$ cat src/rtl/conv_pkg.sv
// Shared definitions for the convolution output path: tile/data sizing and
// the writer FSM state encoding.
package conv_pkg;

    localparam int IN_DATA_WIDTH      = 8;
    localparam int KERNEL_DATA_WIDTH  = 8;
    localparam int ACC_GUARD_BITS     = 13;
    localparam int OUT_DATA_WIDTH_DEF = IN_DATA_WIDTH + KERNEL_DATA_WIDTH + ACC_GUARD_BITS;
    localparam int OUT_TILE_DEF       = 2;

    typedef enum logic [1:0] {
        ST_IDLE  = 2'd0,
        ST_WRITE = 2'd1,
        ST_DONE  = 2'd2
    } wr_state_t;

    // Counter width that stays >= 1 bit even for a single-value range.
    function automatic int cnt_width(input int n);
        return (n <= 1) ? 1 : $clog2(n);
    endfunction

endpackage

$ cat src/rtl/output_addr_gen.sv
// Tile position (tr, tc) and in-tile element (r, c) counters, and the raster
// BRAM address of the element currently selected.
module output_addr_gen
    import conv_pkg::*;
#(
    parameter int OUT_TILE         = OUT_TILE_DEF,
    parameter int OUT_IMAGE_WIDTH  = 8,
    parameter int OUT_IMAGE_HEIGHT = 8,
    parameter int ADDR_WIDTH       = 15,
    localparam int EW              = cnt_width(OUT_TILE * OUT_TILE)
) (
    input  logic                  clk,
    input  logic                  reset,
    input  logic                  elem_step_i,
    input  logic                  tile_step_i,
    output logic [ADDR_WIDTH-1:0] addr_o,
    output logic [EW-1:0]         elem_idx_o,
    output logic                  last_elem_o,
    output logic                  last_tile_o
);

    localparam int TX = OUT_IMAGE_WIDTH / OUT_TILE;
    localparam int TY = OUT_IMAGE_HEIGHT / OUT_TILE;
    localparam int RW = cnt_width(OUT_TILE);
    localparam int XW = cnt_width(TX);
    localparam int YW = cnt_width(TY);

    logic [RW-1:0] r_q, c_q;
    logic [XW-1:0] tc_q;
    logic [YW-1:0] tr_q;

    assign last_elem_o = (r_q == RW'(OUT_TILE - 1)) && (c_q == RW'(OUT_TILE - 1));
    assign last_tile_o = (tr_q == YW'(TY - 1)) && (tc_q == XW'(TX - 1));

    assign elem_idx_o = EW'(32'(r_q) * 32'(OUT_TILE) + 32'(c_q));
    assign addr_o     = ADDR_WIDTH'((32'(tr_q) * 32'(OUT_TILE) + 32'(r_q)) * 32'(OUT_IMAGE_WIDTH)
                                    + 32'(tc_q) * 32'(OUT_TILE) + 32'(c_q));

    always_ff @(posedge clk or negedge reset) begin
        if (!reset) begin
            r_q  <= '0;
            c_q  <= '0;
            tc_q <= '0;
            tr_q <= '0;
        end else begin
            if (elem_step_i) begin
                if (c_q == RW'(OUT_TILE - 1)) begin
                    c_q <= '0;
                    r_q <= (r_q == RW'(OUT_TILE - 1)) ? '0 : r_q + RW'(1);
                end else begin
                    c_q <= c_q + RW'(1);
                end
            end
            if (tile_step_i) begin
                if (tc_q == XW'(TX - 1)) begin
                    tc_q <= '0;
                    tr_q <= (tr_q == YW'(TY - 1)) ? '0 : tr_q + YW'(1);
                end else begin
                    tc_q <= tc_q + XW'(1);
                end
            end
        end
    end

endmodule

$ cat src/rtl/output_tile_writer.sv
// Captures one PE output tile per handshake and streams its elements into the
// output image BRAM in raster position, one write per cycle.
//
// state    | meaning
// ST_IDLE  | ready for a tile; handshake captures data and starts writing
// ST_WRITE | one element written per cycle, k = 0 .. OUT_TILE^2-1
// ST_DONE  | tile_done (and frame_done on last tile) pulse; tile position advances
module output_tile_writer
    import conv_pkg::*;
#(
    parameter int OUT_TILE         = OUT_TILE_DEF,
    parameter int OUT_DATA_WIDTH   = OUT_DATA_WIDTH_DEF,
    parameter int OUT_IMAGE_WIDTH  = 8,
    parameter int OUT_IMAGE_HEIGHT = 8,
    parameter int ADDR_WIDTH       = 15
) (
    input  logic                                       clk,
    input  logic                                       reset,
    input  logic [OUT_TILE*OUT_TILE*OUT_DATA_WIDTH-1:0] i_tile_data,
    input  logic                                       i_tile_valid,
    output logic                                       o_tile_ready,
    output logic                                       o_bram_en,
    output logic                                       o_bram_we,
    output logic [ADDR_WIDTH-1:0]                      o_bram_addr,
    output logic [OUT_DATA_WIDTH-1:0]                  o_bram_din,
    output logic                                       o_tile_done,
    output logic                                       o_frame_done
);

    localparam int NE = OUT_TILE * OUT_TILE;
    localparam int EW = cnt_width(NE);

    wr_state_t                 state_q;
    logic [OUT_DATA_WIDTH-1:0] elem_q [NE];
    logic                      ready_q, wr_q, tile_done_q, frame_done_q;
    logic                      last_elem, last_tile;
    logic [EW-1:0]             elem_idx;

    output_addr_gen #(
        .OUT_TILE        (OUT_TILE),
        .OUT_IMAGE_WIDTH (OUT_IMAGE_WIDTH),
        .OUT_IMAGE_HEIGHT(OUT_IMAGE_HEIGHT),
        .ADDR_WIDTH      (ADDR_WIDTH)
    ) u_addr_gen (
        .clk        (clk),
        .reset      (reset),
        .elem_step_i(state_q == ST_WRITE),
        .tile_step_i(state_q == ST_DONE),
        .addr_o     (o_bram_addr),
        .elem_idx_o (elem_idx),
        .last_elem_o(last_elem),
        .last_tile_o(last_tile)
    );

    assign o_tile_ready = ready_q;
    assign o_bram_en    = wr_q;
    assign o_bram_we    = wr_q;
    assign o_bram_din   = elem_q[elem_idx];
    assign o_tile_done  = tile_done_q;
    assign o_frame_done = frame_done_q;

    always_ff @(posedge clk or negedge reset) begin
        if (!reset) begin
            state_q      <= ST_IDLE;
            ready_q      <= 1'b0;
            wr_q         <= 1'b0;
            tile_done_q  <= 1'b0;
            frame_done_q <= 1'b0;
            for (int i = 0; i < NE; i++) elem_q[i] <= '0;
        end else begin
            case (state_q)
                ST_IDLE: begin
                    ready_q <= 1'b1;
                    if (i_tile_valid && ready_q) begin
                        for (int i = 0; i < NE; i++)
                            elem_q[i] <= i_tile_data[i*OUT_DATA_WIDTH +: OUT_DATA_WIDTH];
                        ready_q <= 1'b0;
                        wr_q    <= 1'b1;
                        state_q <= ST_WRITE;
                    end
                end
                ST_WRITE: begin
                    if (last_elem) begin
                        wr_q         <= 1'b0;
                        tile_done_q  <= 1'b1;
                        frame_done_q <= last_tile;
                        state_q      <= ST_DONE;
                    end
                end
                ST_DONE: begin
                    tile_done_q  <= 1'b0;
                    frame_done_q <= 1'b0;
                    ready_q      <= 1'b1;
                    state_q      <= ST_IDLE;
                end
                default: begin
                    wr_q    <= 1'b0;
                    ready_q <= 1'b0;
                    state_q <= ST_IDLE;
                end
            endcase
        end
    end

endmodule

$ cat config.mk
export PLATFORM = sky130hd
export DESIGN_NAME = output_tile_writer
export DESIGN_NICKNAME = d
export VERILOG_FILES = /design/src/rtl/conv_pkg.sv /design/src/rtl/output_addr_gen.sv /design/src/rtl/output_tile_writer.sv
export SDC_FILE = /design/constraint.sdc
export NUM_CORES = 1
export LEC_CHECK = 0
export BUFFER_PORTS_ARGS = -buffer_cell sky130_fd_sc_hd__buf_2
export CAP_MARGIN = 20
export CORE_ASPECT_RATIO = 0.7
export CORE_MARGIN = 10
export CORE_UTILIZATION = 45
export CTS_BUF_LIST = sky130_fd_sc_hd__clkbuf_8
export DETAILED_ROUTE_END_ITERATION = 10
export MAX_ROUTING_LAYER = met4
export PLACE_DENSITY_LB_ADDON = 0.15
export SKIP_LAST_GASP = 1
export SLEW_MARGIN = 20
export SYNTH_ARGS = -nofsm -noshare
export SYNTH_HDL_FRONTEND = slang
export SYNTH_SLANG_ARGS = --single-unit
$ cat constraint.sdc
create_clock -name clk -period 2.1 [get_ports clk]
set_input_delay 0.315 -clock clk [delete_from_list [all_inputs] [get_ports clk]]
set_output_delay 0.315 -clock clk [all_outputs]
set_load 0.005 [all_outputs]
# After elaboration in Yosys (flattened, before gate mapping)
# Cells that the tools add are included.
# Widths: inputs -> output; s select.
word_totals:
  out_inout_bits: 49
  wordCells: 60
  inputBits: 119
  regBits: 128
op_classes:
  addsub: 8
  reduce_logical: 11
  bitwise_logic: 2
  n_mux: 19
  n_eq_ne: 6
  n_lt_le_gt_ge: 1
op_table:
  columns: ["cell", "count"]
  rows:
  - ["$bmux 29 s2", 1]
  - ["$mux 29", 2]
  - ["$add 15x1->15", 1]
  - ["$add 15x3->15", 1]
  - ["$reduce_and 2->1", 5]
  - ["$mux 2", 4]
  - ["$mux 1", 7]
  - ["$eq 2x2->1 const B", 3]
  - ["$pmux 1 s3", 2]
  - ["$add 2x1->2 const B", 2]
  - ["$add 3x1->4", 1]
  - ["$ne 2x2->1 const B", 2]
  - ["$pmux 1 s2", 2]
  - ["$pmux 2 s2", 1]
  - ["$ge 3x3->1 const B", 1]
  - ["$logic_and 1x1->1", 3]
  - ["$not 2->3", 1]
  - ["$reduce_and 3->1", 1]
  - ["$add 1x1->1 const B", 2]
  - ["$add 2x1->2", 1]
  - ["$eq 2x1->1 const B", 1]
  - ["$logic_not 2->1", 1]
  - ["$reduce_bool 2->1", 1]
  - ["$not 1->1", 1]

# Depth between registers and ports, before layout
depth:
  word_depth: 5
  depth_mapped: 5
  mapped_depth_nobuf: 4

# By module
# A second synthesis with hierarchy kept.
hier_totals:
  cells_unflattened: 343
  area_unflattened_um2: 5733.0
modules_own_cells:
  columns: ["mod", "cells_each", "area_per_inst_um2", "instances", "seq_area_each_um2"]
  rows:
  - ["output_tile_writer", 309, 5362.6, 1, 3052.9]
  - ["output_addr_gen", 34, 370.4, 1, 150.1]

# Worst setup path before layout
# OpenSTA, ideal clock, no wires.
synth_timing:
  path_type: "register -> output"
  from: "register u_addr_gen.c_q"
  to: "output o_bram_din[0]"
  setup_slack_ns: 0.457
  path_buffers: 2
  t_arrival_ns: 1.328
  stages_incl_launch_ff: 4
  required_time_ns: 1.785
  cell_sequence: "dfrtp_1 buf_2 buf_2 mux4_2"
synth_between:
  elab_chain_len: 5
synth_rtl:
  columns: ["item", "line", "source"]
  rows:
  - ["start: declaration", "output_addr_gen.sv:28", "logic [RW-1:0] r_q, c_q;"]
  - ["start signal: assignment", "output_addr_gen.sv:51", "c_q <= c_q + RW'(1);"]
  - ["$add 2x1->2", "output_addr_gen.sv:35", "assign elem_idx_o = EW'(32'(r_q) * 32'(OUT_TILE) + 32'(c_q));"]
  - ["$not 2->3 (not written as such)", "output_tile_writer.sv:58", "assign o_bram_din = elem_q[elem_idx];"]
  - ["$bmux 29 s2", "output_tile_writer.sv:58", null]
  - ["$mux 29 (not written as such) (2 in series)", "output_tile_writer.sv:58", null]
  - ["end: declaration", "output_tile_writer.sv:25", "output logic [OUT_DATA_WIDTH-1:0] o_bram_din,"]
# No other way between the ends. The select of a mux whose other input is x is not followed.

# Worst setup path after layout
layout_timing:
  from: "register u_addr_gen.c_q"
  to: "output o_bram_din[26]"
# The elaborated chain is that of the path after synthesis.

==> out/qor.yml <==
logic_synthesis:
  synth-seq-cells: 128
  yosysUniqueCellTypes: 29
  synth_top_area_share_pct: 52.28
  ys_warn_count: 0
  yosys.area.top_type: "dfrtp_1"
  synthTopCellsByArea: "dfrtp_1 (52%), mux2_4 (25%), mux4_2 (11%)"
  netlist_area_sq_um: 6127
  synth-seq-area-share_pct: 52.28
  avgSynthCellArea_sq_um: 18.24
  syn_inst: 336
routing:
  dr.pass1.iters: 4
  drt_iter0_markers: 159
  drt-total-wl_mm: 13.63
  via_per_inst: 4.874
  vias: 3436
  antenna_left: 0
  routedWlPerCell_microns: 19.33
  drc: 0
setup_path:
  worst-path-max-fanout: 7
  worst_setup_path_start_kind: "register"
  arrival_ps: 1770
  cp-end-kind: "primary output"
  required_ps: 1780
  critical_path_class: "register to primary output"
min_path:
  min-delay-path-class: "primary input to register"
floorplan:
  io-pin-count: 168
  core_area_sq_um: 13230
  die_height_microns: 117.6
  start_util_pct: 46.33
  chipWidth_microns: 159.5
  row_count: 35
  die-area_sq_um: 18760
outcome:
  outcome: "complete, no violations"
final_layout:
  mostFrequentLayoutCells: "buf_2 (152), dfrtp_1 (126), mux2_4 (100), mux4_2 (29), clkbuf_8 (20)"
  final_common_cell: "buf_2"
  syn2layout_area_growth_pct: 23.40
  drive_above_1_share_pct: 67.37
  finalNetCount: 627
pwr:
  finalPower_mw: 12.61
  powerDensity_nw_per_um2: 1668
  cellLeakagePower_nw: 3.610
  peakVddDrop_mv: 0.6405
sta:
  tightest_slew_ps: 700.0
  min_period_ps: 2085
  max_freq_mhz: 479.6
  relSlewSlack_pct: 53.34
  fin_setup_tns_ps: 0
  final-setup-viol-count: 0
  slew_violations: 0
  hold_viol_final: 0
  finClkSkew_ps: 11.71
  fin_crit_sh_pct: 99.30
  rsz0062_at_grt: "true"
global_routing:
  grt_overflow: 0
  antenna_found_initial: 1
  grt_max_degree: 129
  grt_pass1_vias: 3968
  grt.total_usage_pct: 15.03
  grt_pass1_wl_mm: 21.86
clocking:
  clk_latency_ps: 420
  clock-sinks: 128
  cts.clk_slew.worst_paths_ps: 80
  cts_tree: "yes"
  cts_max_path_buffers: 2
  cts_buffers: 17
  cts-root-buf: "clkbuf_8"
  htree_levels: 4
placed_design:
  port_buffers: 158
  hpwl_mm: 9.718
  gp_congestion: 0.7184
run:
  maxCapViolCount: 0
-- through the flow --
stage          utilization (%)  hold WS, ps  worst slack [ps]  cells  instance area, sq um
2_1_floorplan                -        19.41             456.7    344                  6157
3_3_place_gp             52.97        464.0             334.0    666                  7005
3_5_place_dp             52.97        475.2             299.2    666                  7005
4_1_cts                  56.44        14.58            -37.14    699                  7465
5_1_grt                  57.15        77.01            -62.87    704                  7559
6_report                 57.17        104.9             14.73    705                  7561
-- synthesized netlist by cell type --
cell	instances
dfrtp_1	128
buf_2	5
nand2b_4	1
or2b_1	1
o21a_1	1
ha_1	2
nand2_1	3
nor3_1	2
buf_4	12
mux2_1	7
a21o_1	2
mux2_4	100
buf_1	2
mux4_2	29
nand4b_1	1
xnor2_1	2
a21oi_1	1
buf_6	2
and2_1	1
clkbuf_1	1
nand3b_1	1
nand3_1	2
o21ai_0	3
inv_1	2
nor3b_4	1
o21bai_1	1
mux2_2	11
buf_12	11
conb_1	1
-- critical path: stages (launching register included) --
cell and delay (ps):
dfrtp_2 410, buf_12 130, buf_12 130, mux4_2 530, buf_6 140
-- logic make-up after synthesis --
group	after synthesis	share of synthesized area (%)
muxes	147	38.47
DFF	128	52.28
buffers and inverters	35	6.147
and+or+nand+nor	13	1.532
AOI/OAI and AO/OA	8	0.8167
adders and majority gates	2	0.4083
xor gates and xnor gates	2	0.2859
other	1	0.06120
-- layer usage --
layer  up-vias  routed length [microns]  track usage [%]
li1       1550                        -                -
met1      1761                     6746            20.47
met2       114                     5920            20.72
met3        11                      819            4.577
met4         0                      139            5.196
met5         -                        0                -
-- timing repair --
| action | 4_1_cts | 5_1_grt |
|---|---|---|
| gates cloned | 0 | 1 |
| gates resized for setup | 1 | 5 |
| endpoints found under the setup margin | 27 | 29 |
| hold buffers | 0 | 1 |
| setup buffers | 2 | 2 |
| endpoints found under the hold margin | 0 | 3 |
-- path summary, 6_finish.rpt --
path	slack, ps	from	end	cells after the start
setup / recovery	10	u_addr_gen.c_q$_DFFE_PN0N_	o_bram_din[26]	4
hold / removal	100	i_tile_data[68]	elem_q[39]$_DFFE_PN0P_	2
setup reg to reg	270	state_q[1]$_DFFE_PN0P_	elem_q[47]$_DFFE_PN0P_	4
hold reg to reg	480	elem_q[43]$_DFFE_PN0P_	elem_q[43]$_DFFE_PN0P_	1
max in group asynchronous	1010	reset	u_addr_gen.c_q$_DFFE_PN0N_	3
min in group asynchronous	510	reset	elem_q[87]$_DFFE_PN0P_	3
-- sequential cells by signal, indices dropped and copies added (netlist names) --
signal	cells
elem_q	116
state_q	2
u_addr_gen.tc_q	2
u_addr_gen.tr_q	2
o_bram_en	1
o_frame_done	1
o_tile_done	1
o_tile_ready	1
u_addr_gen.c_q	1
u_addr_gen.r_q	1
-- where the power goes --
part           switching, mW  internal [mW]
clock                  0.955           1.37
sequential             0.736           3.74
combinational           1.95           3.85
total                   3.65           8.96
-- layout make-up --
| type | instances | area, sq um |
|---|---|---|
| diodes | 2 | 5.005 |
| clock buffers | 20 | 275.3 |
| fillers | 1109 | 5664 |
| clock inverters | 11 | 162.7 |
| multi-input cells | 181 | 2577 |
| well taps | 185 | 231.5 |
| repair buffers | 176 | 1096 |
| inverters | 2 | 7.507 |
| flip-flops and latches | 128 | 3206 |
No activity file was read; power rests on OpenSTA's default activity.
